$ cat config.mk
export PLATFORM = sky130hd
export DESIGN_NAME = vdg_scan_sequencer
export DESIGN_NICKNAME = d
export VERILOG_FILES = /design/src/rtl/vdg_timing_pkg.sv /design/src/rtl/scan_axis_counter.sv /design/src/rtl/vdg_scan_sequencer.sv
export SDC_FILE = /design/constraint.sdc
export NUM_CORES = 1
export LEC_CHECK = 0
export BUFFER_PORTS_ARGS = -buffer_cell sky130_fd_sc_hd__buf_2
export CAP_MARGIN = 20
export CORE_MARGIN = 5
export CORE_UTILIZATION = 55
export DETAILED_ROUTE_END_ITERATION = 10
export PLACE_DENSITY = 0.77
export SLEW_MARGIN = 20
export SYNTH_ARGS = -nofsm -noshare
export SYNTH_HDL_FRONTEND = slang
export SYNTH_HIERARCHICAL = 1
export SYNTH_SLANG_ARGS = --single-unit
$ cat constraint.sdc
create_clock -name clk -period 9.37 [get_ports clk]
set_input_delay 0.4685 -clock clk [delete_from_list [all_inputs] [get_ports clk]]
set_output_delay 0.4685 -clock clk [all_outputs]
set_load 0.005 [all_outputs]
$ cat src/rtl/vdg_timing_pkg.sv
// Shared timing definitions for the VDG raster sequencer: phase encoding,
// default raster geometry, derived boundaries and the registered strobe bundle.
package vdg_timing_pkg;

  typedef enum logic [1:0] {ACT, FP, SYNC, BP} phase_t;

  localparam int DEF_H_ACTIVE      = 256;
  localparam int DEF_H_FP          = 24;
  localparam int DEF_H_SYNC        = 24;
  localparam int DEF_H_BP          = 16;
  localparam int DEF_V_ACTIVE      = 192;
  localparam int DEF_V_FP          = 25;
  localparam int DEF_V_SYNC        = 3;
  localparam int DEF_V_BP          = 42;
  localparam int DEF_LINES_PER_ROW = 12;

  localparam int H_TOTAL      = DEF_H_ACTIVE + DEF_H_FP + DEF_H_SYNC + DEF_H_BP;
  localparam int V_TOTAL      = DEF_V_ACTIVE + DEF_V_FP + DEF_V_SYNC + DEF_V_BP;
  localparam int H_SYNC_START = DEF_H_ACTIVE + DEF_H_FP;
  localparam int H_SYNC_END   = H_SYNC_START + DEF_H_SYNC;
  localparam int V_SYNC_START = DEF_V_ACTIVE + DEF_V_FP;
  localparam int V_SYNC_END   = V_SYNC_START + DEF_V_SYNC;

  // Registered strobes presented alongside hcount/vcount
  typedef struct packed {
    logic hsync_n;
    logic vsync_n;
    logic de;
    logic frame_start;
    logic cnt_en;
    logic cnt_clr;
  } strobes_t;

  localparam strobes_t STROBES_IDLE = '{hsync_n: 1'b1, vsync_n: 1'b1, de: 1'b0,
                                        frame_start: 1'b0, cnt_en: 1'b0, cnt_clr: 1'b1};

endpackage

$ cat src/rtl/scan_axis_counter.sv
// One raster axis: position counter plus ACT/FP/SYNC/BP phase FSM.
// 'phase' is the phase the axis enters on the coming edge, so the parent can
// register strobes that line up with the count it will present.
module scan_axis_counter
  import vdg_timing_pkg::*;
#(
  parameter int W        = 9,
  parameter int ACT_LEN  = DEF_H_ACTIVE,
  parameter int FP_LEN   = DEF_H_FP,
  parameter int SYNC_LEN = DEF_H_SYNC,
  parameter int BP_LEN   = DEF_H_BP
) (
  input  logic         clk,
  input  logic         reset,
  input  logic         step,
  input  logic         clear,
  output logic [W-1:0] count,
  output phase_t       phase,
  output logic         wrap
);

  localparam int TOTAL = ACT_LEN + FP_LEN + SYNC_LEN + BP_LEN;
  localparam logic [W-1:0] ACT_END  = W'(ACT_LEN - 1);
  localparam logic [W-1:0] FP_END   = W'(ACT_LEN + FP_LEN - 1);
  localparam logic [W-1:0] SYNC_END = W'(ACT_LEN + FP_LEN + SYNC_LEN - 1);
  localparam logic [W-1:0] LAST     = W'(TOTAL - 1);

  if (ACT_LEN < 1 || FP_LEN < 1 || SYNC_LEN < 1 || BP_LEN < 1) begin : g_bad_len
    $error("scan_axis_counter: every phase length must be at least 1");
  end
  if (TOTAL > (2 ** W)) begin : g_bad_width
    $error("scan_axis_counter: axis total does not fit in W bits");
  end

  phase_t       state, state_nxt;
  logic [W-1:0] count_nxt;

  // Next position and phase: clear returns to the origin, step advances/wraps
  always_comb begin
    count_nxt = count;
    state_nxt = state;
    wrap      = 1'b0;
    if (clear) begin
      count_nxt = '0;
      state_nxt = ACT;
    end else if (step) begin
      wrap      = (count == LAST);
      count_nxt = wrap ? '0 : count + 1'b1;
      case (state)
        ACT:     if (count == ACT_END)  state_nxt = FP;
        FP:      if (count == FP_END)   state_nxt = SYNC;
        SYNC:    if (count == SYNC_END) state_nxt = BP;
        BP:      if (wrap)              state_nxt = ACT;
        default: state_nxt = ACT;
      endcase
    end
  end

  assign phase = state_nxt;

  // Position and phase registers
  always_ff @(posedge clk or posedge reset) begin
    if (reset) begin
      count <= '0;
      state <= ACT;
    end else begin
      count <= count_nxt;
      state <= state_nxt;
    end
  end

endmodule

$ cat src/rtl/vdg_scan_sequencer.sv
// Raster timing controller for the prototype VDG. Runs the horizontal and
// vertical axes, produces sync/de/frame strobes and the character-row scan
// line, and drives enable/clear of the external dual-edge address counter.
module vdg_scan_sequencer
  import vdg_timing_pkg::*;
#(
  parameter int H_ACTIVE      = DEF_H_ACTIVE,
  parameter int H_FP          = DEF_H_FP,
  parameter int H_SYNC        = DEF_H_SYNC,
  parameter int H_BP          = DEF_H_BP,
  parameter int V_ACTIVE      = DEF_V_ACTIVE,
  parameter int V_FP          = DEF_V_FP,
  parameter int V_SYNC        = DEF_V_SYNC,
  parameter int V_BP          = DEF_V_BP,
  parameter int LINES_PER_ROW = DEF_LINES_PER_ROW,
  parameter int HW            = 9,
  parameter int VW            = 9
) (
  input  logic          clk,
  input  logic          reset,
  input  logic          run,
  output logic [HW-1:0] hcount,
  output logic [VW-1:0] vcount,
  output logic          hsync_n,
  output logic          vsync_n,
  output logic          de,
  output logic [3:0]    row_line,
  output logic          frame_start,
  output logic          cnt_en,
  output logic          cnt_clr
);

  if (LINES_PER_ROW < 1 || LINES_PER_ROW > 16) begin : g_bad_rows
    $error("vdg_scan_sequencer: LINES_PER_ROW must be 1..16");
  end

  localparam logic [3:0] LAST_ROW = 4'(LINES_PER_ROW - 1);

  logic     active;
  logic     idle, h_step, h_wrap, v_wrap;
  phase_t   h_ph, v_ph;
  strobes_t st, st_nxt;
  logic [3:0] row_nxt;

  // Position only moves once started; the start clock itself holds (0,0)
  assign idle   = ~run;
  assign h_step = active & run;

  scan_axis_counter #(
    .W(HW), .ACT_LEN(H_ACTIVE), .FP_LEN(H_FP), .SYNC_LEN(H_SYNC), .BP_LEN(H_BP)
  ) u_h (
    .clk(clk), .reset(reset), .step(h_step), .clear(idle),
    .count(hcount), .phase(h_ph), .wrap(h_wrap)
  );

  scan_axis_counter #(
    .W(VW), .ACT_LEN(V_ACTIVE), .FP_LEN(V_FP), .SYNC_LEN(V_SYNC), .BP_LEN(V_BP)
  ) u_v (
    .clk(clk), .reset(reset), .step(h_wrap), .clear(idle),
    .count(vcount), .phase(v_ph), .wrap(v_wrap)
  );

  // Decode strobes and scan line for the position being entered
  always_comb begin
    st_nxt  = STROBES_IDLE;
    row_nxt = '0;
    if (run) begin
      st_nxt.de          = (h_ph == ACT) && (v_ph == ACT);
      st_nxt.cnt_en      = st_nxt.de;
      st_nxt.hsync_n     = (h_ph != SYNC);
      st_nxt.vsync_n     = (v_ph != SYNC);
      st_nxt.cnt_clr     = (v_ph == SYNC);
      // (0,0) is entered either from idle or by the frame wrap
      st_nxt.frame_start = ~active | v_wrap;
      if (v_ph == ACT && !st_nxt.frame_start)
        row_nxt = h_wrap ? ((row_line == LAST_ROW) ? 4'd0 : row_line + 4'd1) : row_line;
    end
  end

  // Run flag, strobe and scan-line registers
  always_ff @(posedge clk or posedge reset) begin
    if (reset) begin
      active   <= 1'b0;
      st       <= STROBES_IDLE;
      row_line <= '0;
    end else begin
      active   <= run;
      st       <= st_nxt;
      row_line <= row_nxt;
    end
  end

  assign hsync_n     = st.hsync_n;
  assign vsync_n     = st.vsync_n;
  assign de          = st.de;
  assign frame_start = st.frame_start;
  assign cnt_en      = st.cnt_en;
  assign cnt_clr     = st.cnt_clr;

endmodule

Yosys cells after proc, flatten, opt, wreduce, memory -nomap -nowiden
Index checks and enable logic that the tools add are counted.

storage, ports and cells
  register bits = 33
  input bits = 3
  output and inout bits = 28

operators by class
  $add $sub $neg = 3
  eq/ne operators = 21
  muxes and demuxes = 29
  bitwise logic cells = 3
  reduce and logical (&&, ||, !) cells = 7

operator list
  kind                                                                      number
  9-bit two-way mux                                                         6
  9-bit by 8-bit == test with 1-bit output (second input constant)          4
  9-bit == test (second input constant)                                     4
  2-bit two-way mux                                                         12
  9-bit by 1-bit adder with 9-bit output (second input constant)            2
  4-bit two-way mux                                                         4
  2-bit one-hot mux with 4 select lines                                     2
  2-bit == test (second input constant)                                     5
  2-bit zero test                                                           4
  6-bit two-way mux                                                         1
  4-bit by 1-bit adder with 4-bit output (second input constant)            1
  2-bit by 1-bit == test with 1-bit output (second input constant)          2
  4-bit == test (second input constant)                                     1
  1-bit two-way mux                                                         4
  2-bit by 1-bit inequality test with 1-bit output (second input constant)  2
  2-bit inequality test (second input constant)                             2
  3-bit inequality test (second input constant)                             1
  1-bit logical AND                                                         2
  1-bit AND                                                                 1
  1-bit zero test                                                           1
  1-bit inverter                                                            1
  1-bit OR                                                                  1

Longest topological paths before layout
  word-level depth = 10
  depth in mapped cells = 11
  mapped depth without buffers = 10

Cells and area by module
Netlist, hierarchy kept.

by module, submodules not included
  module                    instances  cells each  area each (um2)  seq. area each (um2)
  scan_axis_counter at u_v  1          67          676.9            275.3
  scan_axis_counter at u_h  1          72          669.4            275.3
  vdg_scan_sequencer        1          41          441.7            254.0

Worst setup path after synthesis
No wires, ideal clock.

  path type = register to register
  start point = register u_h.count[0]
  end point = register st (netlist bit vsync_n)
  data arrival time = 3004 ps
  required time = 9282 ps
  path slack = 6278 ps
  cell stages (with the launch flop) = 11
  path buffers = 1
  cells stage by stage = dfrtp_1 > ha_1 > and3_1 > buf_4 > nand3_1 > nor3b_1 > nor3b_1 > a41oi_1 > a211oi_1 > inv_1 > or3_1

RTL lines
  what                    RTL line                  RTL
  start, declared         scan_axis_counter.sv:17   output logic [W-1:0] count,
  start signal, assigned  scan_axis_counter.sv:67   count <= count_nxt;
  end signal, assigned    vdg_scan_sequencer.sv:88  st <= st_nxt;
  end, declared           vdg_scan_sequencer.sv:42  strobes_t st, st_nxt;

Worst setup path in the final report
  start point = register u_h.count[0]
  end point = register row_line[2]

on the way
  elaborated cells between the ends (all ways) = 14

RTL lines
  what                  RTL line                  RTL
  9-bit == test *       scan_axis_counter.sv:47   wrap = (count == LAST);
  1-bit two-way mux *   scan_axis_counter.sv:46   end else if (step) begin
  1-bit two-way mux *   scan_axis_counter.sv:43   if (clear) begin
  net h_wrap            vdg_scan_sequencer.sv:40  logic idle, h_step, h_wrap, v_wrap;
  2-bit two-way mux *   scan_axis_counter.sv:46
  2-bit two-way mux *   scan_axis_counter.sv:43
  net v_ph[0]           vdg_scan_sequencer.sv:41  phase_t h_ph, v_ph;
  2-bit zero test *     vdg_scan_sequencer.sv:75  if (v_ph == ACT && !st_nxt.frame_start)
  1-bit logical AND *   vdg_scan_sequencer.sv:75
  4-bit two-way mux     vdg_scan_sequencer.sv:75
  4-bit two-way mux     vdg_scan_sequencer.sv:67  if (run) begin
  end signal, assigned  vdg_scan_sequencer.sv:89  row_line <= row_nxt;
  end, declared         vdg_scan_sequencer.sv:27  output logic [3:0] row_line,

The timed path passes the listed nets; every way through them passes the cells marked *.
A chain may end at the register's enable or synchronous reset.

==> results.md <==
* Outcome: complete, no violations
* Kind of critical path: reg -> reg
* TritonCTS Sinks at 32
* Num rows at 20
* Final instance area at 2040 sq um
* Post-synthesis async set-or-reset flop share at 1.00
* Post-synth EDFFs at 0
* DIE AREA at 4490 sq um
* Mean Syn Cell Area at 9.93 sq um
* Iteration-0 DRC Markers at 84
* Post-synthesis register bit count at 32
* Slew Limit Fails at 0
* Fmax at 0.289 GHz
* Routed WL per cell at 16.0 microns
* Crit. End Element: register
* Crit path depth at 10
* Syn-to-layout area delta at 14.3%
* Max Root-Sink Buffers at 2
* Core ar. at 3080 sq um
* Top_reg_cell synth: dfrtp_1
* Via density per instance at 5.86
* Post-synthesis cell count at 180
* Root Buffer: clkbuf_4
* Reg-to-reg setup timing slack at 5.90 ns
* Tmin final at 3.47 ns
* Worst slew pin tran at 0.727 ns
* Cell Area, Synth at 1790 sq um
* Pleak at 0.953 nW
* Bufs and invs on worst path at 0
* Register area share after synthesis at 0.450
* Total Wirelength at 4110 microns
* Worst Hold Class: in -> async
* Synth cell types at 52
* Slowest cell on the critical path: nor3b_2
* CP peak stage delay at 0.65 ns
* Fraction of layout cells with a size suffix above 1 at 0.272
* Drt pass-1 iters at 4
* Final Cycle Share at 0.370
* Pin count of the biggest net entering global routing at 24
* Top cells by count, synth: dfrtp_1 (29), nand2_1 (16), nor2_1 (16), a21oi_1 (11), inv_1 (9)
* Vias in the first global route at 1523
* Antenna Nets Post-Route at 0
* Synth top area share at 0.406
* Count of final setup violators at 0
* Critical Path Fanout Max at 13
* Yosys warnings at 6
* I/O pins at 31
* FF-to-FF path depth at 10
* Post-layout util at 0.664
* CTS tree: done
* Max-cap violations at 0
* Post_cts resized at 0
* Final #Nets at 221
* Setup TNS at 0 ns
* Port-buffer cells at 30
* Crit start category: register
* Initial antenna violation count at 0
* WP data required at 9.61 ns
* Post-Route Skew at 0.0188 ns
* Initial core utilization at 0.581
* Dominant cell type by area after synthesis: dfrtp_1
* Hold Fails Final Rpt at 0
* Num CTS Buffers at 5
* First-pass GRT wire length at 6970 microns
* RSZ-0062 raised after global routing: false
* Htree depth at 2
* Post-DP HPWL at 2910 microns
* Post-CTS Setup Inserts at 0
* Drt drc at 0
* Top cells by area, synth: dfrtp_1 (41%), dfstp_2 (4.4%), ha_1 (4.2%)
* Count leader, synth: dfrtp_1
* Die X at 67.0 microns
* CP arrival at 3.70 ns
* Hold_buf cts at 0
* Skew-Pair Late Insertion Delay at 0.34 ns
* Pwr/cell area at 127 nW/um^2
* Post-DP Area at 1960 sq um
* Reg clk slew, reported paths at 0.12 ns
* Max VDD drop at 0.0000858 V
* Via count at 1507
* Antenna Cells at 0
* Delay-heaviest family, CP: simple AND/OR/NAND/NOR gates
* Gr ovfl total at 0
* GRT Util Overall at 0.206
* Routability cong. at 0.843
* Syn_nets at 189
* Crit-path cells: ha_1 > and3_1 > nand3_1 > nor3b_2 > nor3b_1 > nand4_1 > a221oi_1 > nor2_1 > nand4_1 > nor2_1
* Max-Slew Margin vs Limit at 0.515
* DIE HEIGHT at 67.0 microns
==> state kept, by name (all words and copies together) (netlist names) <==
signal,count
cnt_clr,1
cnt_en,1
frame_start,1
hsync_n,1
u_h/state,2
row_line,4
u_h/count,9
u_v/count,9
active,1
vsync_n,1
u_v/state,2
==> placed cells by master (no fill, tap or decap), drive strengths merged, types with 3 or more instances in the layout <==
cell / count
buf: 30
dfstp: 3
nand2: 17
dfrtp: 29
nor2: 17
nand3: 7
xor2: 8
clkbuf: 5
inv: 9
a21oi: 13
nand4: 6
o21ai: 7
and4: 4
and3: 4
nor3b: 4
nand2b: 7
nand3b: 3
ha: 6
==> power breakdown <==
| group | switching (W) | leakage (nW) | internal [W] |
|---|---|---|---|
| Clock | 0.0000524 | 0.0412 | 0.0000556 |
| Sequential | 0.00000107 | 0.430 | 0.000140 |
| Combinational | 0.00000830 | 0.482 | 0.00000337 |
| Total | 0.0000618 | 0.953 | 0.000198 |
==> per-layer routing <==
layer / global-route usage / wire length [microns] / vias up / part of all wire
met2: 0.358 / 2080 / 57 / 0.51
met1: 0.243 / 1750 / 735 / 0.43
met5: 0 / 0 / - / 0
li1: - / - / 707 / -
met3: 0.0422 / 213 / 8 / 0.052
met4: 0.0861 / 70 / 0 / 0.017
==> layout make-up <==
type                    count  area, sq um
repair buffers             30          150
inverters                   9         33.8
clock buffers               5         37.5
flip-flops and latches     32          805
fillers                   249         1030
well taps                  44         55.1
clock inverters             3         42.5
multi-input cells         134          921
==> path summary, 6_finish.rpt <==
kind | to | start
max in group asynchronous | u_v/count[6] | reset
worst min-delay path | row_line[3] | reset
worst min register to register | frame_start | active
min in group clk | active | run
worst max-delay path | row_line[2] | u_h/count[0]
worst max register to register | row_line[2] | u_h/count[0]
==> cell families after synthesis <==
group                    after synthesis  synth area share
AND/OR/NAND/NOR                       85             0.300
XOR/XNOR                               9            0.0441
flip-flops                            32             0.450
adder cells (fa/ha/maj)                6            0.0420
buffers and inverters                 14            0.0378
multiplexers                           2            0.0112
AO/OA/AOI/OAI                         32             0.115
==> worst reg2reg max path, stage by stage, from the launching register on <==
cell      delay, ns
dfrtp_1        0.47
ha_1           0.21
and3_1         0.28
nand3_1        0.28
nor3b_2        0.65
nor3b_1        0.41
nand4_1        0.13
a221oi_1       0.53
nor2_1         0.13
nand4_1        0.19
nor2_1         0.08
==> per-stage QoR <==
| stage | instances | setup WS (ns) | hold slack, ns | total power (W) |
|---|---|---|---|---|
| final | 257 | 5.90 | 0.103 | 0.000260 |
| after floorplan | 180 | 6.28 | 0.307 | 0.000151 |
| after detailed placement | 249 | 5.64 | 0.481 | 0.000155 |
| after CTS | 257 | 5.59 | 0.106 | 0.000261 |
| after global placement | 249 | 5.95 | 0.461 | 0.000154 |
| after global routing | 257 | 5.61 | 0.142 | 0.000269 |
No activity file was read; power rests on OpenSTA's default activity.
